### config.mk
export PLATFORM = sky130hd
export DESIGN_NAME = uart_rx_core
export DESIGN_NICKNAME = d
export VERILOG_FILES = /design/src/rtl/uart_pkg.sv /design/src/rtl/uart_baud_tick.sv /design/src/rtl/uart_rx_core.sv
export SDC_FILE = /design/constraint.sdc
export NUM_CORES = 1
export LEC_CHECK = 0
export ABC_AREA = 1
export CORE_MARGIN = 3
export CORE_UTILIZATION = 45
export DETAILED_ROUTE_END_ITERATION = 8
export HOLD_SLACK_MARGIN = 0.15
export PLACE_DENSITY = 0.74
export RECOVER_POWER = 25
export SYNTH_ARGS = -nofsm -noshare
export SYNTH_HDL_FRONTEND = slang
export SYNTH_SLANG_ARGS = --single-unit
### constraint.sdc
create_clock -name clk -period 1.57 [get_ports clk]
set_input_delay 0.3925 -clock clk [delete_from_list [all_inputs] [get_ports clk]]
set_output_delay 0.3925 -clock clk [all_outputs]
set_load 0.02 [all_outputs]
### src/rtl/uart_pkg.sv
// Shared UART constants, FSM state encoding and baud divider helper.
// Used by both the receiver and the transmitter.
package uart_pkg;

  localparam int unsigned OVERSAMPLE = 16;
  localparam int unsigned DATA_BITS  = 8;

  typedef enum logic [2:0] {
    IDLE,
    START,
    DATA,
    STOP,
    BREAK
  } uart_state_e;

  // Clock cycles per oversample tick, truncated.
  function automatic int unsigned uart_div(input int unsigned clk_freq,
                                           input int unsigned baud_rate);
    return clk_freq / (baud_rate * OVERSAMPLE);
  endfunction

endpackage

### src/rtl/uart_baud_tick.sv
// Oversample tick generator: free-running divider with synchronous clear.
// tick_o is high for one cycle whenever the divider count equals DIV-1.
module uart_baud_tick #(
  parameter int unsigned DIV = 1
) (
  input  logic clk,
  input  logic rst_n,
  input  logic clr_i,
  output logic tick_o
);

  localparam int unsigned CW = (DIV > 1) ? $clog2(DIV) : 1;
  localparam logic [CW-1:0] LAST = CW'(DIV - 1);

  logic [CW-1:0] cnt_q, cnt_d;
  logic          tick_q;

  always_comb begin
    cnt_d = cnt_q;
    if (clr_i || (cnt_q == LAST)) begin
      cnt_d = '0;
    end else begin
      cnt_d = cnt_q + CW'(1);
    end
  end

  // tick_q mirrors (cnt_q == LAST) one register stage early, so it lines up with cnt_q.
  always_ff @(posedge clk or negedge rst_n) begin
    if (!rst_n) begin
      cnt_q  <= '0;
      tick_q <= 1'b0;
    end else begin
      cnt_q  <= cnt_d;
      tick_q <= (cnt_d == LAST);
    end
  end

  assign tick_o = tick_q;

endmodule

### src/rtl/uart_rx_core.sv
// 8N1 UART receiver: 16x oversampling, mid-bit sampling, glitch rejection,
// framing-error and overrun detection, one-entry valid/ready holding register.
module uart_rx_core
  import uart_pkg::*;
#(
  parameter int unsigned CLK_FREQ  = 5_000_000,
  parameter int unsigned BAUD_RATE = 9600
) (
  input  logic                 clk,
  input  logic                 reset,
  input  logic                 UART_RX,
  output logic [DATA_BITS-1:0] rx_data,
  output logic                 rx_valid,
  input  logic                 rx_ready,
  output logic                 frame_err,
  output logic                 overrun,
  output logic                 busy
);

  localparam int unsigned DIV = uart_div(CLK_FREQ, BAUD_RATE);
  localparam int unsigned OSW = $clog2(OVERSAMPLE);
  localparam int unsigned BCW = $clog2(DATA_BITS);
  localparam logic [OSW-1:0] OS_MID  = OSW'(OVERSAMPLE / 2 - 1);
  localparam logic [OSW-1:0] OS_LAST = OSW'(OVERSAMPLE - 1);
  localparam logic [BCW-1:0] BIT_LAST = BCW'(DATA_BITS - 1);

  if (DIV < 1) begin : g_bad_div
    $error("uart_rx_core: CLK_FREQ too low for BAUD_RATE (DIV < 1)");
  end

  logic [1:0]           sync_q;
  logic                 rxs;
  logic                 start_det;
  logic                 tick;
  uart_state_e          state_q, state_d;
  logic [OSW-1:0]       os_q, os_d;
  logic [BCW-1:0]       bit_q, bit_d;
  logic [DATA_BITS-1:0] shift_q, shift_d;
  logic [DATA_BITS-1:0] data_q, data_d;
  logic                 valid_q, valid_d;
  logic                 ferr_q, ferr_d;
  logic                 ovr_q, ovr_d;
  logic                 busy_q, busy_d;

  assign rxs       = sync_q[1];
  assign start_det = (state_q == IDLE) && !rxs;

  uart_baud_tick #(.DIV(DIV)) u_tick (
    .clk    (clk),
    .rst_n  (reset),
    .clr_i  (start_det),
    .tick_o (tick)
  );

  // Next-state, shift register and holding-register logic.
  always_comb begin
    state_d = state_q;
    os_d    = os_q;
    bit_d   = bit_q;
    shift_d = shift_q;
    data_d  = data_q;
    valid_d = valid_q && !rx_ready;
    ferr_d  = 1'b0;
    ovr_d   = 1'b0;

    unique case (state_q)
      IDLE: begin
        if (!rxs) begin
          state_d = START;
          os_d    = '0;
          bit_d   = '0;
        end
      end
      START: begin
        if (tick) begin
          if (os_q == OS_MID) begin
            os_d    = '0;
            state_d = rxs ? IDLE : DATA;
          end else begin
            os_d = os_q + OSW'(1);
          end
        end
      end
      DATA: begin
        if (tick) begin
          os_d = os_q + OSW'(1);
          if (os_q == OS_LAST) begin
            shift_d = {rxs, shift_q[DATA_BITS-1:1]};
            bit_d   = bit_q + BCW'(1);
            if (bit_q == BIT_LAST) state_d = STOP;
          end
        end
      end
      STOP: begin
        if (tick) begin
          os_d = os_q + OSW'(1);
          if (os_q == OS_LAST) begin
            if (rxs) begin
              state_d = IDLE;
              if (!valid_q || rx_ready) begin
                data_d  = shift_q;
                valid_d = 1'b1;
              end else begin
                ovr_d = 1'b1;
              end
            end else begin
              ferr_d  = 1'b1;
              state_d = BREAK;
            end
          end
        end
      end
      BREAK: begin
        // A line held low must go high before another start is accepted.
        if (rxs) state_d = IDLE;
      end
      default: state_d = IDLE;
    endcase

    busy_d = (state_d != IDLE);
  end

  always_ff @(posedge clk or negedge reset) begin
    if (!reset) begin
      sync_q  <= 2'b11;
      state_q <= IDLE;
      os_q    <= '0;
      bit_q   <= '0;
      shift_q <= '0;
      data_q  <= '0;
      valid_q <= 1'b0;
      ferr_q  <= 1'b0;
      ovr_q   <= 1'b0;
      busy_q  <= 1'b0;
    end else begin
      sync_q  <= {sync_q[0], UART_RX};
      state_q <= state_d;
      os_q    <= os_d;
      bit_q   <= bit_d;
      shift_q <= shift_d;
      data_q  <= data_d;
      valid_q <= valid_d;
      ferr_q  <= ferr_d;
      ovr_q   <= ovr_d;
      busy_q  <= busy_d;
    end
  end

  assign rx_data   = data_q;
  assign rx_valid  = valid_q;
  assign frame_err = ferr_q;
  assign overrun   = ovr_q;
  assign busy      = busy_q;

endmodule

==> impl_metrics.py <==
metrics = {
    "setup_path": {
        "worst-path-buf-inv": 1,
        "path_max_fanout": 8,
        "reg2reg_to": "rx_data[2]",
        "start_kind": "flop",
        "r2r_start": "os_q[0]",
        "crit_slowest_cell": "dfrtp_1",
        "r2r_cells": 7,
        "path_class": "flop to flop",
        "rrSetupSlack_ns": 0.11,
        "critical-path-max-stage-delay_ns": 0.41,
        "critical_path.cell_chain": "ha_2 > nand2_2 > nor2_4 > buf_4 > nand3_4 > nand2_1 > o21ai_2",
        "end_kind": "flop",
        "cp.required_ns": 1.76,
        "cp_data_arrival_time_ns": 1.65,
        "cpLargestDelayFamily": "simple AND/OR/NAND/NOR gates",
    },
    "floorplan": {
        "dieHeight_um": 67.8,
        "rows": 21,
        "io_pins": 16,
        "die_x_um": 67.8,
        "die_area_sq_um": 4590,
        "core_sq_um": 3490,
        "start_util_pct": 49.1,
    },
    "hold_path": {
        "whs_endpoint": "sync_q[1]",
        "holdCritPathClass": "flop to flop",
        "whs_path_depth": 0,
        "worstHoldStart": "sync_q[0]",
    },
    "timing": {
        "worst_hold_slack_ns": 0.363,
        "finalMaxSlewViolations": 0,
        "rsz0062_at_grt": "no",
        "tightest_slew_ns": 0.504,
        "fin_setup_tns_ns": 0,
        "max_freq_mhz": 684,
        "finalWorstSetupSlack_ns": 0.108,
        "period_share_pct": 93.1,
        "hold_violations": 0,
        "setup-violations-final": 0,
        "fin_crit_ns": 1.46,
        "maxSlewHeadroom_pct": 66.4,
        "fin_skew_ns": 0.00846,
    },
    "synthesis": {
        "synth.cell_area_sq_um": 1720,
        "ys_ff_latch": 38,
        "synth.yosys.seq_area_share_pct": 55.5,
        "yosysUniqueCellTypes": 22,
        "syn_inst": 178,
        "syn_nets": 187,
        "yosysWarnings": 0,
        "syn_area_per_cell_sq_um": 9.64,
    },
    "status": {
        "status": "finished, final reports clean",
    },
    "drt": {
        "wl_um": 3120,
        "dr.pass1.iters": 4,
        "drt-initial-drc-count": 90,
        "vias_per_cell": 4.95,
        "vias": 1252,
        "wl_per_cell_um": 12.3,
        "remaining_drc_errors": 0,
        "ant_nets": 0,
    },
    "clocking": {
        "cts-buffers-inserted": 5,
        "worstSkewPairLatency_ns": 0.29,
        "tritoncts": "done",
        "root_buffer": "clkbuf_8",
        "cts_max_path_buffers": 2,
        "cts_sinks": 38,
        "htree_levels": 2,
        "clk_pin_slew_ns": 0.08,
    },
    "grt": {
        "grt_pass1_wl_um": 5000,
        "antenna_found_initial": 0,
        "grt_max_degree": 21,
        "grtUsageTotal_pct": 14.8,
        "grt_pass1_vias": 1169,
        "overflow": 0,
    },
    "final_layout": {
        "num-nets-final": 215,
        "final_cell_mix": "nand2_1, dfrtp_1, inv_1",
        "n_antenna_cell": 0,
        "fin_util_pct": 59.4,
        "design_area_sq_um": 2070,
        "drive_gt1_share_pct": 22.2,
        "syn2layout_area_growth_pct": 20.8,
        "fillers": 302,
        "final_common_cell": "nand2_1",
        "fin_cells": 253,
    },
    "placement": {
        "dpl_worst_slack_ns": 0.00328,
        "placed_cells": 239,
        "gp_congestion": 0.977,
        "dp_hpwl_um": 2090,
        "placed_area_sq_um": 1920,
        "port_buffers": 15,
    },
    "pwr": {
        "power.density_nw_per_um2": 879,
        "p_seq_share_pct": 54.0,
        "power.internal_mw": 1.46,
        "total_power_mw": 1.82,
        "switching_share_pct": 19.8,
        "p_switching_uw": 361,
        "power_frac_comb_pct": 1.9,
        "peakVddDrop_uv": 641,
        "leakagePower_nw": 1.07,
        "pwr-share-clk_pct": 44.1,
    },
    "flow_run": {
        "maxCapViolCount": 0,
    },
}
worst max-delay path by stage:
| stage | end | start | slack (ns) | depth (start not counted) |
|---|---|---|---|---|
| 2_1_floorplan | rx_data[5] | os_q[0] | 0.22 | 7 |
| 3_3_place_gp | rx_data[3] | rx_ready | 0.03 | 6 |
| 3_5_place_dp | rx_data[7] | rx_ready | 0.003 | 6 |
| 4_1_cts | rx_data[7] | os_q[0] | 0.04 | 6 |
| 5_1_grt | rx_data[3] | state_q[2] | 0.02 | 6 |
| 6_report | rx_data[2] | os_q[0] | 0.11 | 7 |
timing repair:
action / CTS / global route
pin swaps: 0 / 2
buffers inserted: 0 / 4
hold buffers: 1 / 0
gates resized for setup: 12 / 2
setup endpoints to repair: 12 / 18
cloned: 0 / 1
hold endpoints to repair: 18 / 0
cells in the mapped netlist, drive strengths merged:
cell	n	area (sq um)
xnor2	1	8.76
nand3	14	82.6
o21ai	19	159
nor3	1	5.00
nor2	20	85.1
dfrtp	36	901
buf	3	33.8
dfstp	2	52.6
a21oi	1	5.00
inv	26	97.6
nand2	43	171
ha	5	62.6
o22ai	1	6.26
nand3b	1	7.51
nand4	2	12.5
xor2	3	26.3
sequential cells by signal, indices dropped and copies added, names as in the netlist:
| name | cells |
|---|---|
| sync_q | 2 |
| os_q | 4 |
| u_tick.tick_o | 1 |
| rx_valid | 1 |
| busy | 1 |
| u_tick.cnt_q | 5 |
| rx_data | 8 |
| shift_q | 8 |
| state_q | 3 |
| bit_q | 3 |
| frame_err | 1 |
| overrun | 1 |
cell type report:
type / instances / area, sq um / share of cell area [%]
Timing Repair Buffer: 23 / 205 / 9.89
Tap cell: 46 / 57.6 / 2.77
Clock inverter: 3 / 40.0 / 1.93
Clock buffer: 5 / 68.8 / 3.32
Inverter: 26 / 97.6 / 4.70
Sequential cell: 38 / 953 / 46.0
Multi-Input combinational cell: 112 / 652 / 31.4
logic make-up after synthesis:
kind of cell / after synthesis / share of synthesized area, %
buffers and inverters: 29 / 7.65
adder cells (fa/ha/maj): 5 / 3.64
XOR/XNOR: 4 / 2.04
AND/OR/NAND/NOR: 81 / 21.2
flip-flops: 38 / 55.5
AO/OA/AOI/OAI: 21 / 9.91
power groups by stage:
| stage | Sequential [mW] | Combinational [mW] | Clock, mW |
|---|---|---|---|
| floorplan | 1.00 | 0.00311 | 0 |
| global placement | 1.00 | 0.0344 | 0 |
| detailed placement | 1.00 | 0.0352 | 0 |
| CTS | 0.984 | 0.0373 | 0.829 |
| global route | 0.984 | 0.0403 | 0.871 |
| finish | 0.984 | 0.0349 | 0.804 |
layer usage:
metal / routed length, um / part of all wire, % / vias to the layer above / global-route usage (%)
li1: - / - / 614 / -
met1: 1390 / 44 / 603 / 17.3
met2: 1520 / 49 / 33 / 24.2
met3: 189 / 6.1 / 2 / 5.66
met4: 19 / 0.61 / 0 / 6.08
met5: 0 / 0 / - / 0
No activity file was read; power rests on OpenSTA's default activity.
